<file path="config.mk">
export PLATFORM = sky130hd
export DESIGN_NAME = order_matcher
export DESIGN_NICKNAME = d
export VERILOG_FILES = /design/src/rtl/order_matcher_pkg.sv /design/src/rtl/order_slot.sv /design/src/rtl/order_matcher.sv
export SDC_FILE = /design/constraint.sdc
export NUM_CORES = 1
export LEC_CHECK = 0
export CAP_MARGIN = 15
export CORE_MARGIN = 2
export CORE_UTILIZATION = 45
export DETAILED_ROUTE_END_ITERATION = 16
export DONT_BUFFER_PORTS = 1
export GPL_TIMING_DRIVEN = 0
export REMOVE_ABC_BUFFERS = 1
export SKIP_CTS_REPAIR_TIMING = 1
export SYNTH_ARGS = -nofsm -noshare
export SYNTH_HDL_FRONTEND = slang
export SYNTH_SLANG_ARGS = --single-unit
export TNS_END_PERCENT = 100
</file>
<file path="constraint.sdc">
create_clock -name clk -period 3.91 [get_ports clk]
set_input_delay 0.1955 -clock clk [delete_from_list [all_inputs] [get_ports clk]]
set_output_delay 0.1955 -clock clk [all_outputs]
set_load 0.01 [all_outputs]
</file>
<file path="src/rtl/order_matcher_pkg.sv">
// Shared definitions for the order matcher and the trade-counter bench.
package order_matcher_pkg;

    localparam int unsigned PRICE_W_DEF = 8;
    localparam int unsigned QTY_W_DEF   = 8;

    typedef enum logic [1:0] {
        IDLE   = 2'd0,
        FILL   = 2'd1,
        HALTED = 2'd2
    } state_t;

endpackage

</file>
<file path="src/rtl/order_slot.sv">
// One resting-order slot: load, decrement-with-clear, cancel.
module order_slot #(
    parameter int unsigned PRICE_W = 8,
    parameter int unsigned QTY_W   = 8
) (
    input  logic               clk,
    input  logic               reset,
    input  logic               load,
    input  logic [PRICE_W-1:0] load_price,
    input  logic [QTY_W-1:0]   load_qty,
    input  logic               dec,
    input  logic [QTY_W-1:0]   dec_qty,
    input  logic               cancel,
    output logic               valid,
    output logic [PRICE_W-1:0] price,
    output logic [QTY_W-1:0]   qty
);

    // Cancel outranks a fill; load only ever happens into an empty slot.
    always_ff @(posedge clk or posedge reset) begin
        if (reset) begin
            valid <= 1'b0;
            price <= '0;
            qty   <= '0;
        end else if (cancel) begin
            valid <= 1'b0;
            qty   <= '0;
        end else if (dec) begin
            qty <= qty - dec_qty;
            if (qty == dec_qty) begin
                valid <= 1'b0;
            end
        end else if (load) begin
            valid <= (load_qty != '0);
            price <= load_price;
            qty   <= load_qty;
        end
    end

endmodule

</file>
<file path="src/rtl/order_matcher.sv">
// Single-pair order matcher: one bid, one ask, one fill pulse per trade.
module order_matcher
    import order_matcher_pkg::*;
#(
    parameter int unsigned PRICE_W = PRICE_W_DEF,
    parameter int unsigned QTY_W   = QTY_W_DEF
) (
    input  logic               clk,
    input  logic               reset,
    input  logic               buy_valid,
    input  logic [PRICE_W-1:0] buy_price,
    input  logic [QTY_W-1:0]   buy_qty,
    output logic               buy_ready,
    input  logic               sell_valid,
    input  logic [PRICE_W-1:0] sell_price,
    input  logic [QTY_W-1:0]   sell_qty,
    output logic               sell_ready,
    input  logic               cancel_bid,
    input  logic               cancel_ask,
    input  logic               halt_signal,
    output logic               match_signal,
    output logic [PRICE_W-1:0] match_price,
    output logic [QTY_W-1:0]   match_qty,
    output logic               enable_count,
    output logic               bid_valid,
    output logic               ask_valid
);

    state_t             state;
    logic [PRICE_W-1:0] bid_price;
    logic [PRICE_W-1:0] ask_price;
    logic [QTY_W-1:0]   bid_qty;
    logic [QTY_W-1:0]   ask_qty;
    logic [QTY_W-1:0]   fill_qty;
    logic               crossed;
    logic               cancel_en;
    logic               fire;

    assign buy_ready  = !bid_valid && (state == IDLE);
    assign sell_ready = !ask_valid && (state == IDLE);
    assign crossed    = bid_valid && ask_valid && (bid_price >= ask_price);
    assign cancel_en  = (state != FILL);
    assign fill_qty   = (bid_qty < ask_qty) ? bid_qty : ask_qty;
    // A halt or any cancel in the decision cycle suppresses the fill.
    assign fire       = (state == IDLE) && crossed && !halt_signal
                        && !cancel_bid && !cancel_ask;

    order_slot #(.PRICE_W(PRICE_W), .QTY_W(QTY_W)) u_bid (
        .clk        (clk),
        .reset      (reset),
        .load       (buy_valid && buy_ready),
        .load_price (buy_price),
        .load_qty   (buy_qty),
        .dec        (fire),
        .dec_qty    (fill_qty),
        .cancel     (cancel_bid && cancel_en),
        .valid      (bid_valid),
        .price      (bid_price),
        .qty        (bid_qty)
    );

    order_slot #(.PRICE_W(PRICE_W), .QTY_W(QTY_W)) u_ask (
        .clk        (clk),
        .reset      (reset),
        .load       (sell_valid && sell_ready),
        .load_price (sell_price),
        .load_qty   (sell_qty),
        .dec        (fire),
        .dec_qty    (fill_qty),
        .cancel     (cancel_ask && cancel_en),
        .valid      (ask_valid),
        .price      (ask_price),
        .qty        (ask_qty)
    );

    // Control FSM; FILL is a one-cycle cooldown after each pulse.
    always_ff @(posedge clk or posedge reset) begin
        if (reset) begin
            state        <= IDLE;
            match_signal <= 1'b0;
            match_price  <= '0;
            match_qty    <= '0;
            enable_count <= 1'b1;
        end else if (halt_signal) begin
            state        <= HALTED;
            match_signal <= 1'b0;
            enable_count <= 1'b0;
        end else begin
            case (state)
                IDLE: begin
                    if (fire) begin
                        state        <= FILL;
                        match_signal <= 1'b1;
                        match_price  <= ask_price;
                        match_qty    <= fill_qty;
                    end
                end
                FILL: begin
                    state        <= IDLE;
                    match_signal <= 1'b0;
                end
                HALTED: begin
                    state        <= HALTED;
                    match_signal <= 1'b0;
                end
                default: begin
                    state        <= IDLE;
                    match_signal <= 1'b0;
                end
            endcase
        end
    end

endmodule

</file>
==> Implementation_results.wiki, run 1 <==
{| class="wikitable"
! Metric !! Value
|-
| Clock sink count || 53
|-
| Num CTS Buffers || 5
|-
| Number of enable flip-flop cells after synthesis || 0
|-
| Library cells used by synthesis || 45
|-
| Average vias per placed instance || 5.61
|-
| Setup ws final || ~410 ps
|-
| Worst EP required || 4090 ps
|-
| Layout cells sized above 1 || between 10% and 20%
|-
| CTS tree || done
|-
| Syn Inst Count || 340
|-
| Sum of net half-perimeters after detailed placement || a little under 6000 um
|-
| Via count of the routed design || ~2500
|-
| Signed area change from the synthesized netlist to the final layout || 9.63%
|-
| Total non-filler cell area in the finished layout || between 0.003 and 0.004 sq mm
|-
| Final net count || 417
|-
| Number of placed instances, taps included || 430
|-
| Floorplan die area || 0.00791 sq mm
|-
| Detail Route Antenna Nets || 0
|-
| Worst supply voltage drop on vdd || approximately 160 uV
|-
| Leakage Power || 1.69 nW
|-
| Drt drc || 0
|-
| Sequential element share of the synthesized area || 40.9%
|-
| PD cells || approximately 270 mW/mm^2
|-
| Area occupied by registers || ~0.0013 sq mm
|-
| Max capacitance violation total || 0
|-
| Synthesized area per cell || between 9 and 10 sq um
|-
| Worst EP arrival || 3680 ps
|-
| Vias in the first global route || 2532
|-
| Flip-flop and latch count after synthesis || 53
|-
| Quantity of I/O buffers inserted on ports || 0
|-
| Final weighted congestion in routability-driven placement || between 0.8 and 0.9
|-
| Critical path startpoint category || flip-flop
|-
| Main synth FF type || sky130_fd_sc_hd__dfrtp_1
|-
| Worst hold path class || in -> reg
|-
| Number of warnings reported in the yosys synthesis log || 0
|-
| Worst hold path cell count || 2
|-
| Reg-to-reg setup timing slack || 410 ps
|-
| Clock insertion delay at the later pin of the skew report || between 300 and 400 ps
|-
| Capturing element type of the critical path || flip-flop
|-
| Setup Slack @ Placement || roughly 220 ps
|-
| Reg2reg path depth || 14
|-
| Synthesized cell area || ~0.0032 sq mm
|-
| Total negative slack for setup checks || 0 ps
|-
| Number of search-and-repair iterations in the first detailed-routing pass || 4
|-
| Pin count of the biggest net entering global routing || between 40 and 50
|-
| Most common library cell in the layout ignoring fill and taps || sky130_fd_sc_hd__dfrtp_1
|-
| Horizontal extent of the die || about 89 um
|-
| Leading cell types in the layout, fill and taps excluded || sky130_fd_sc_hd__dfrtp_1, sky130_fd_sc_hd__nand2_1, sky130_fd_sc_hd__o21ai_0, sky130_fd_sc_hd__ha_1, sky130_fd_sc_hd__inv_1
|-
| Setup Viol. Count Final || 0
|-
| Unrepaired setup endpoints after global routing || false
|-
| Shortest period the worst path allows || 3500 ps
|-
| Achievable frequency || 286 MHz
|-
| Buffer levels on the longest clock path || 2
|-
| DR iter-0 viols || just over 90
|-
| Relative slew slack || between 50% and 60%
|-
| Total area of multi-input combinational cells || approximately 0.0018 sq mm
|-
| Number of diodes added for antenna fixing || 0
|-
| Root cell of the clock tree || sky130_fd_sc_hd__clkbuf_8
|-
| Initial core utilization || 47.0%
|-
| Placement row count || 30
|-
| Endpoints failing hold || 1
|-
| Reg-to-reg critical path startpoint || u_bid.qty[7]$_DFFE_PP0P_
|-
| Total global-route track usage || 20.4%
|-
| Final clock skew || between 15 and 20 ps
|-
| Y dimension of the die || about 89 um
|-
| Placed standard-cell area || ~0.0034 sq mm
|-
| Total I/O pin count || 61
|-
| Hold Worst Slack || -16.4 ps
|-
| Filler Cells Inserted || 654
|-
| Design Power || between 0.9 and 1 mW
|-
| Result of the run || finished, violations left
|-
| Initial antenna violation count || 0
|-
| Hold Startpoint || sell_price[3]
|-
| Startpoint-to-endpoint class of the critical path || reg -> reg
|-
| Routed wire length || about 7500 um
|-
| Final slew viol count || 0
|-
| Tightest Pin Transition || just under 700 ps
|-
| Reg-to-Reg End || u_bid.qty[6]$_DFFE_PP0P_
|-
| Violations in the final reports || negative hold slack
|-
| CTS clock-pin slew for the worst setup and hold paths || 120 ps
|-
| H-tree depth || 2
|-
| Core ar. || roughly 0.007 sq mm
|-
| Gr ovfl total || 0
|-
| Filler-free cell count of the finished design || 444
|-
| Largest driver fanout on the critical path || 6
|-
| Average detailed-routed wire length per instance || between 15 and 20 um
|-
| Portion of the clock cycle consumed by the worst path in the final layout || between 80% and 90%
|-
| Global-route wire length before repair || approximately 12000 um
|-
| Share of flip-flops with an asynchronous set or reset after synthesis || 100%
|-
| Core utilization of the finished layout || between 50% and 60%
|-
| Worst Hold End || u_ask.price[3]$_DFFE_PP0P_
|}
metal layers:
layer | global-route usage (%) | part of all wire, % | vias to the layer above
met2 | 32.8 | 46 | 71
li1 | - | - | 1216
met1 | 27.4 | 45 | 1194
met5 | 0 | 0 | -
met4 | 4.75 | 1.2 | 0
met3 | 6.00 | 7.3 | 10
how the worst max path moves through the flow:
stage,startpoint,endpoint,depth (start not counted)
global route,u_bid.qty[7]$_DFFE_PP0P_,u_bid.qty[6]$_DFFE_PP0P_,13
floorplan,u_bid.qty[7]$_DFFE_PP0P_,u_bid.qty[4]$_DFFE_PP0P_,11
finish,u_bid.qty[7]$_DFFE_PP0P_,u_bid.qty[6]$_DFFE_PP0P_,14
CTS,u_ask.qty[7]$_DFFE_PP0P_,u_bid.qty[6]$_DFFE_PP0P_,15
detailed placement,u_ask.qty[7]$_DFFE_PP0P_,u_bid.qty[6]$_DFFE_PP0P_,15
global placement,u_bid.qty[7]$_DFFE_PP0P_,u_bid.qty[4]$_DFFE_PP0P_,11
where the power goes:
group	internal [mW]	total, mW	switching [mW]
registers	0.560	0.564	0.00443
logic	0.0207	0.0510	0.0303
clock network	0.134	0.337	0.202
total	0.715	0.952	0.237
sequential cells by signal (all words and copies together), names as in the netlist:
signal / flops
state: 1
match_signal: 1
enable_count: 1
u_ask.valid: 1
u_bid.qty: 8
u_ask.price: 8
match_price: 8
u_ask.qty: 8
u_bid.valid: 1
match_qty: 8
u_bid.price: 8
cell usage after synthesis, types with 3 or more instances:
cell                       number  area, sq um
sky130_fd_sc_hd__xor2_1         5         43.8
sky130_fd_sc_hd__a311oi_1       6         52.6
sky130_fd_sc_hd__a211oi_1       4         30.0
sky130_fd_sc_hd__nor2_1        13         48.8
sky130_fd_sc_hd__nand3_1       17         85.1
sky130_fd_sc_hd__nor2b_1        4         25.0
sky130_fd_sc_hd__mux2i_1       10          100
sky130_fd_sc_hd__inv_1         27          101
sky130_fd_sc_hd__nand2_1       41          154
sky130_fd_sc_hd__nor3_1         3         15.0
sky130_fd_sc_hd__buf_2          5         25.0
sky130_fd_sc_hd__o21ai_0       33          165
sky130_fd_sc_hd__a21o_1         7         52.6
sky130_fd_sc_hd__and3_1         3         18.8
sky130_fd_sc_hd__xnor2_1        5         43.8
sky130_fd_sc_hd__mux2_2        15          169
sky130_fd_sc_hd__dfrtp_1       52         1300
sky130_fd_sc_hd__a21oi_1       20          100
sky130_fd_sc_hd__ha_1          29          363
sky130_fd_sc_hd__nand2b_1       3         18.8
sky130_fd_sc_hd__nand4_1        3         18.8
sky130_fd_sc_hd__nor4_1         4         25.0
kinds of logic (layout without fill, tap and decap cells):
kind of cell             count (synthesis)  after routing  share of synthesized area [%]
AO/OA/AOI/OAI                           82             82                           15.4
XOR/XNOR                                10             10                           2.70
adder cells (fa/ha/maj)                 31             31                           12.4
buffers and inverters                   36             44                           4.70
flip-flops                              53             53                           40.9
multiplexers                            25             25                           8.29
AND/OR/NAND/NOR                        103            103                           15.6
final cells by class:
| type | instances | area share [%] |
|---|---|---|
| sequential | 53 | 37.3 |
| clock inverter | 3 | 0.808 |
| clock buffer | 5 | 1.93 |
| timing repair buffer | 9 | 3.23 |
| multi-input combinational | 251 | 50.5 |
| tap | 96 | 3.37 |
| inverter | 27 | 2.85 |
worst max-delay path, cell delays in order (launching register included):
cell,delay [ps]
sky130_fd_sc_hd__dfrtp_1,450
sky130_fd_sc_hd__ha_1,350
sky130_fd_sc_hd__nand4_1,150
sky130_fd_sc_hd__o31ai_4,430
sky130_fd_sc_hd__buf_4,240
sky130_fd_sc_hd__nor2_1,60
sky130_fd_sc_hd__a21oi_2,210
sky130_fd_sc_hd__inv_1,140
sky130_fd_sc_hd__fa_1,460
sky130_fd_sc_hd__nor2b_1,170
sky130_fd_sc_hd__nor3_1,60
sky130_fd_sc_hd__o21bai_1,220
sky130_fd_sc_hd__a21oi_1,120
sky130_fd_sc_hd__xor2_1,210
sky130_fd_sc_hd__a21oi_1,100
(Power assumes the default switching activity.)
==> inputs of run 2 (changes only) <==
--- a/config.mk
+++ b/config.mk
@@ -7,12 +7,13 @@
 export LEC_CHECK = 0
 export CAP_MARGIN = 15
 export CORE_MARGIN = 2
-export CORE_UTILIZATION = 45
+export CORE_UTILIZATION = 40
 export DETAILED_ROUTE_END_ITERATION = 16
 export DONT_BUFFER_PORTS = 1
 export GPL_TIMING_DRIVEN = 0
 export REMOVE_ABC_BUFFERS = 1
 export SKIP_CTS_REPAIR_TIMING = 1
+export SLEW_MARGIN = 20
 export SYNTH_ARGS = -nofsm -noshare
 export SYNTH_HDL_FRONTEND = slang
 export SYNTH_SLANG_ARGS = --single-unit
==> run 2 against run 1 <==
The run still ends with negative hold slack left. Final cell count rose by 0.68%. First-iteration DRC count grew 17%. Utilization decreased by 6.5 points. Combinational power down 8.4%. Fmax up 0.73%. Sequential power about the same. Critical path depth is 1 lower. Via count down 2.2%. Critical path type unchanged. Largest power group unchanged.
==> Implementation_results.wiki, run 2 (synthesis results as in run 1) <==
{| class="wikitable"
! Metric !! Value
|-
| Ordered list of cells on the worst path || inv_1, ha_1, a2111oi_0, o31ai_2, buf_4, mux2i_1, ha_1, fa_1, nor2b_1, o21ai_0, a21oi_1, nor3b_1, a311oi_1 (was ha_1, nand4_1, o31ai_4, buf_4, nor2_1, a21oi_2, inv_1, fa_1, nor2b_1, nor3_1, o21bai_1, a21oi_1, xor2_1, a21oi_1)
|-
| Final net count || 414 (was 417)
|-
| CTS tree || done (unchanged)
|-
| Initial core utilization || 41.6% (was 47.0%)
|-
| Max capacitance violation total || 0 (unchanged)
|-
| Violations in the final reports || negative hold slack (unchanged)
|-
| Num CTS Buffers || 5 (unchanged)
|-
| Critical path startpoint category || flip-flop (unchanged)
|-
| Number of diodes added for antenna fixing || 0 (unchanged)
|-
| Global-route wire length before repair || 12400 um (about the same)
|-
| Reg-to-Reg End || u_bid.qty[4]$_DFFE_PP0P_ (was u_bid.qty[6]$_DFFE_PP0P_)
|-
| Routed wire length || 7550 um (was 7520 um)
|-
| Signed area change from the synthesized netlist to the final layout || 8.21% (was 9.63%)
|-
| Layout cells sized above 1 || 10.4% (was 11.2%)
|-
| DR iter-0 viols || 109 (was 93)
|-
| Worst EP required || 4120 ps (was 4090 ps)
|-
| Core ar. || 0.00781 sq mm (was 0.00691 sq mm)
|-
| Most common library cell in the layout ignoring fill and taps || sky130_fd_sc_hd__dfrtp_1 (unchanged)
|-
| Sum of net half-perimeters after detailed placement || 5750 um (was 5810 um)
|-
| Startpoint-to-endpoint class of the critical path || reg -> reg (unchanged)
|-
| CP max stage cell || sky130_fd_sc_hd__a2111oi_0 (was sky130_fd_sc_hd__fa_1)
|-
| Final slew viol count || 0 (unchanged)
|-
| Relative slew slack || 55.7% (was 55.1%)
|-
| Pin count of the biggest net entering global routing || 54 (was 41)
|-
| Core utilization of the finished layout || 45.0% (was 51.5%)
|-
| Achievable frequency || 288 MHz (was 286 MHz)
|-
| Capturing element type of the critical path || flip-flop (unchanged)
|-
| Final weighted congestion in routability-driven placement || 0.849 (was 0.828)
|-
| Number of search-and-repair iterations in the first detailed-routing pass || 4 (unchanged)
|-
| Root cell of the clock tree || sky130_fd_sc_hd__clkbuf_8 (unchanged)
|-
| Initial antenna violation count || 0 (unchanged)
|-
| Clock insertion delay at the later pin of the skew report || 320 ps (about the same)
|-
| Worst hold path class || in -> reg (unchanged)
|-
| Setup Viol. Count Final || 0 (unchanged)
|-
| Vias in the first global route || 2465 (was 2532)
|-
| Horizontal extent of the die || 94.1 um (was 88.9 um)
|-
| Top delay family on crit path || compound AO/OA/AOI/OAI gates (unchanged)
|-
| Total I/O pin count || 61 (unchanged)
|-
| H-tree depth || 2 (unchanged)
|-
| Leakage Power || 1.66 nW (was 1.69 nW)
|-
| Worst supply voltage drop on vdd || 214 uV (was 159 uV)
|-
| Total negative slack for setup checks || 0 ps (unchanged)
|-
| Hold Startpoint || buy_price[0] (was sell_price[3])
|-
| Floorplan die area || 0.00885 sq mm (was 0.00791 sq mm)
|-
| Average vias per placed instance || 5.45 (was 5.61)
|-
| Buffer levels on the longest clock path || 2 (unchanged)
|-
| Via count of the routed design || 2435 (was 2491)
|-
| Buffer and inverter count on the worst path || 2 (unchanged)
|-
| Quantity of I/O buffers inserted on ports || 0 (unchanged)
|-
| Tightest Pin Transition || 664 ps (was 672 ps)
|-
| Portion of the clock cycle consumed by the worst path in the final layout || 88.9% (was 89.6%)
|-
| CTS clock-pin slew for the worst setup and hold paths || 110 ps (was 120 ps)
|-
| Placement row count || 32 (was 30)
|-
| PD cells || 273 mW/mm^2 (was 267 mW/mm^2)
|-
| Crit-path max cell delay || 510 ps (was 460 ps)
|-
| Worst Hold End || u_bid.price[0]$_DFFE_PP0P_ (was u_ask.price[3]$_DFFE_PP0P_)
|-
| Largest driver fanout on the critical path || 7 (was 6)
|-
| Reg2reg path depth || 13 (was 14)
|-
| Clock sink count || 53 (unchanged)
|-
| Result of the run || finished, violations left (unchanged)
|-
| Worst EP arrival || 3680 ps (about the same)
|-
| Hold Worst Slack || -6.87 ps (was -16.4 ps)
|-
| Worst hold path cell count || 2 (unchanged)
|-
| Shortest period the worst path allows || 3480 ps (was 3500 ps)
|-
| Unrepaired setup endpoints after global routing || false (unchanged)
|-
| Reg-to-reg setup timing slack || 430 ps (was 410 ps)
|-
| Drt drc || 0 (unchanged)
|-
| Y dimension of the die || 94.1 um (was 88.9 um)
|-
| Endpoints failing hold || 3 (was 1)
|-
| Filler-free cell count of the finished design || 447 (was 444)
|-
| Number of placed instances, taps included || 435 (was 430)
|-
| Average detailed-routed wire length per instance || 16.9 um (about the same)
|-
| Detail Route Antenna Nets || 0 (unchanged)
|-
| Reg-to-reg critical path startpoint || u_ask.qty[1]$_DFFE_PP0P_ (was u_bid.qty[7]$_DFFE_PP0P_)
|-
| Most common cell type on the critical path || sky130_fd_sc_hd__ha_1 (was sky130_fd_sc_hd__a21oi_1)
|-
| Gr ovfl total || 0 (unchanged)
|-
| Leading cell types in the layout, fill and taps excluded || sky130_fd_sc_hd__dfrtp_1, sky130_fd_sc_hd__nand2_1, sky130_fd_sc_hd__o21ai_0, sky130_fd_sc_hd__ha_1, sky130_fd_sc_hd__inv_1 (unchanged)
|-
| Final clock skew || 10.7 ps (was 18.9 ps)
|-
| Total global-route track usage || 18.2% (was 20.4%)
|}
-- run 2: cell type report --
type / instances / area, sq um
flip-flops and latches: 53 / 1330
inverters: 27 / 104
repair buffers: 6 / 75.1
fillers: 781 / 4290
clock buffers: 6 / 82.6
well taps: 102 / 128
clock inverters: 2 / 17.5
multi-input cells: 251 / 1780
-- run 2: worst register-to-register path: cells and delay by family (launching register included) --
| kind | cells | cell delay [ps] |
|---|---|---|
| AO/OA/AOI/OAI | 5 | 1270 |
| flip-flops | 1 | 420 |
| buffers and inverters | 2 | 320 |
| AND/OR/NAND/NOR | 2 | 230 |
| multiplexers | 1 | 200 |
| adder cells (fa/ha/maj) | 3 | 930 |
-- run 2: worst max-delay path by stage --
| stage | startpoint | end | slack [ps] | cells past startpoint |
|---|---|---|---|---|
| 2_1_floorplan | u_bid.qty[7]$_DFFE_PP0P_ | u_bid.qty[4]$_DFFE_PP0P_ | 280 | 11 |
| 3_3_place_gp | u_bid.qty[7]$_DFFE_PP0P_ | u_bid.qty[4]$_DFFE_PP0P_ | -350 | 11 |
| 3_5_place_dp | u_bid.qty[7]$_DFFE_PP0P_ | u_ask.qty[6]$_DFFE_PP0P_ | 530 | 13 |
| 4_1_cts | u_ask.qty[1]$_DFFE_PP0P_ | u_bid.qty[4]$_DFFE_PP0P_ | 480 | 13 |
| 5_1_grt | u_ask.qty[7]$_DFFE_PP0P_ | u_ask.qty[6]$_DFFE_PP0P_ | 160 | 14 |
| 6_report | u_ask.qty[1]$_DFFE_PP0P_ | u_bid.qty[4]$_DFFE_PP0P_ | 430 | 13 |
-- run 2: metrics by stage --
stage	worst slack, ps	power [mW]	area (sq um)
2_1_floorplan	279	0.607	3200
5_1_grt	157	1.00	3510
4_1_cts	479	0.973	3470
3_3_place_gp	-350	0.617	3320
3_5_place_dp	529	0.619	3370
6_report	433	0.958	3510
-- run 2: report_power, final --
group / internal (mW) / switching [mW] / leakage, nW
logic: 0.0174 / 0.0292 / 0.915
registers: 0.560 / 0.00460 / 0.696
clock network: 0.148 / 0.199 / 0.0518
total: 0.725 / 0.233 / 1.66
-- run 2: layer usage --
| layer | wire, um | part of all wire (%) | GRT usage, % |
|---|---|---|---|
| met5 | 0 | 0 | 0 |
| met4 | 73 | 0.97 | 4.35 |
| met3 | 420 | 5.6 | 4.82 |
| met2 | 3700 | 49 | 30.8 |
| met1 | 3350 | 44 | 23.1 |
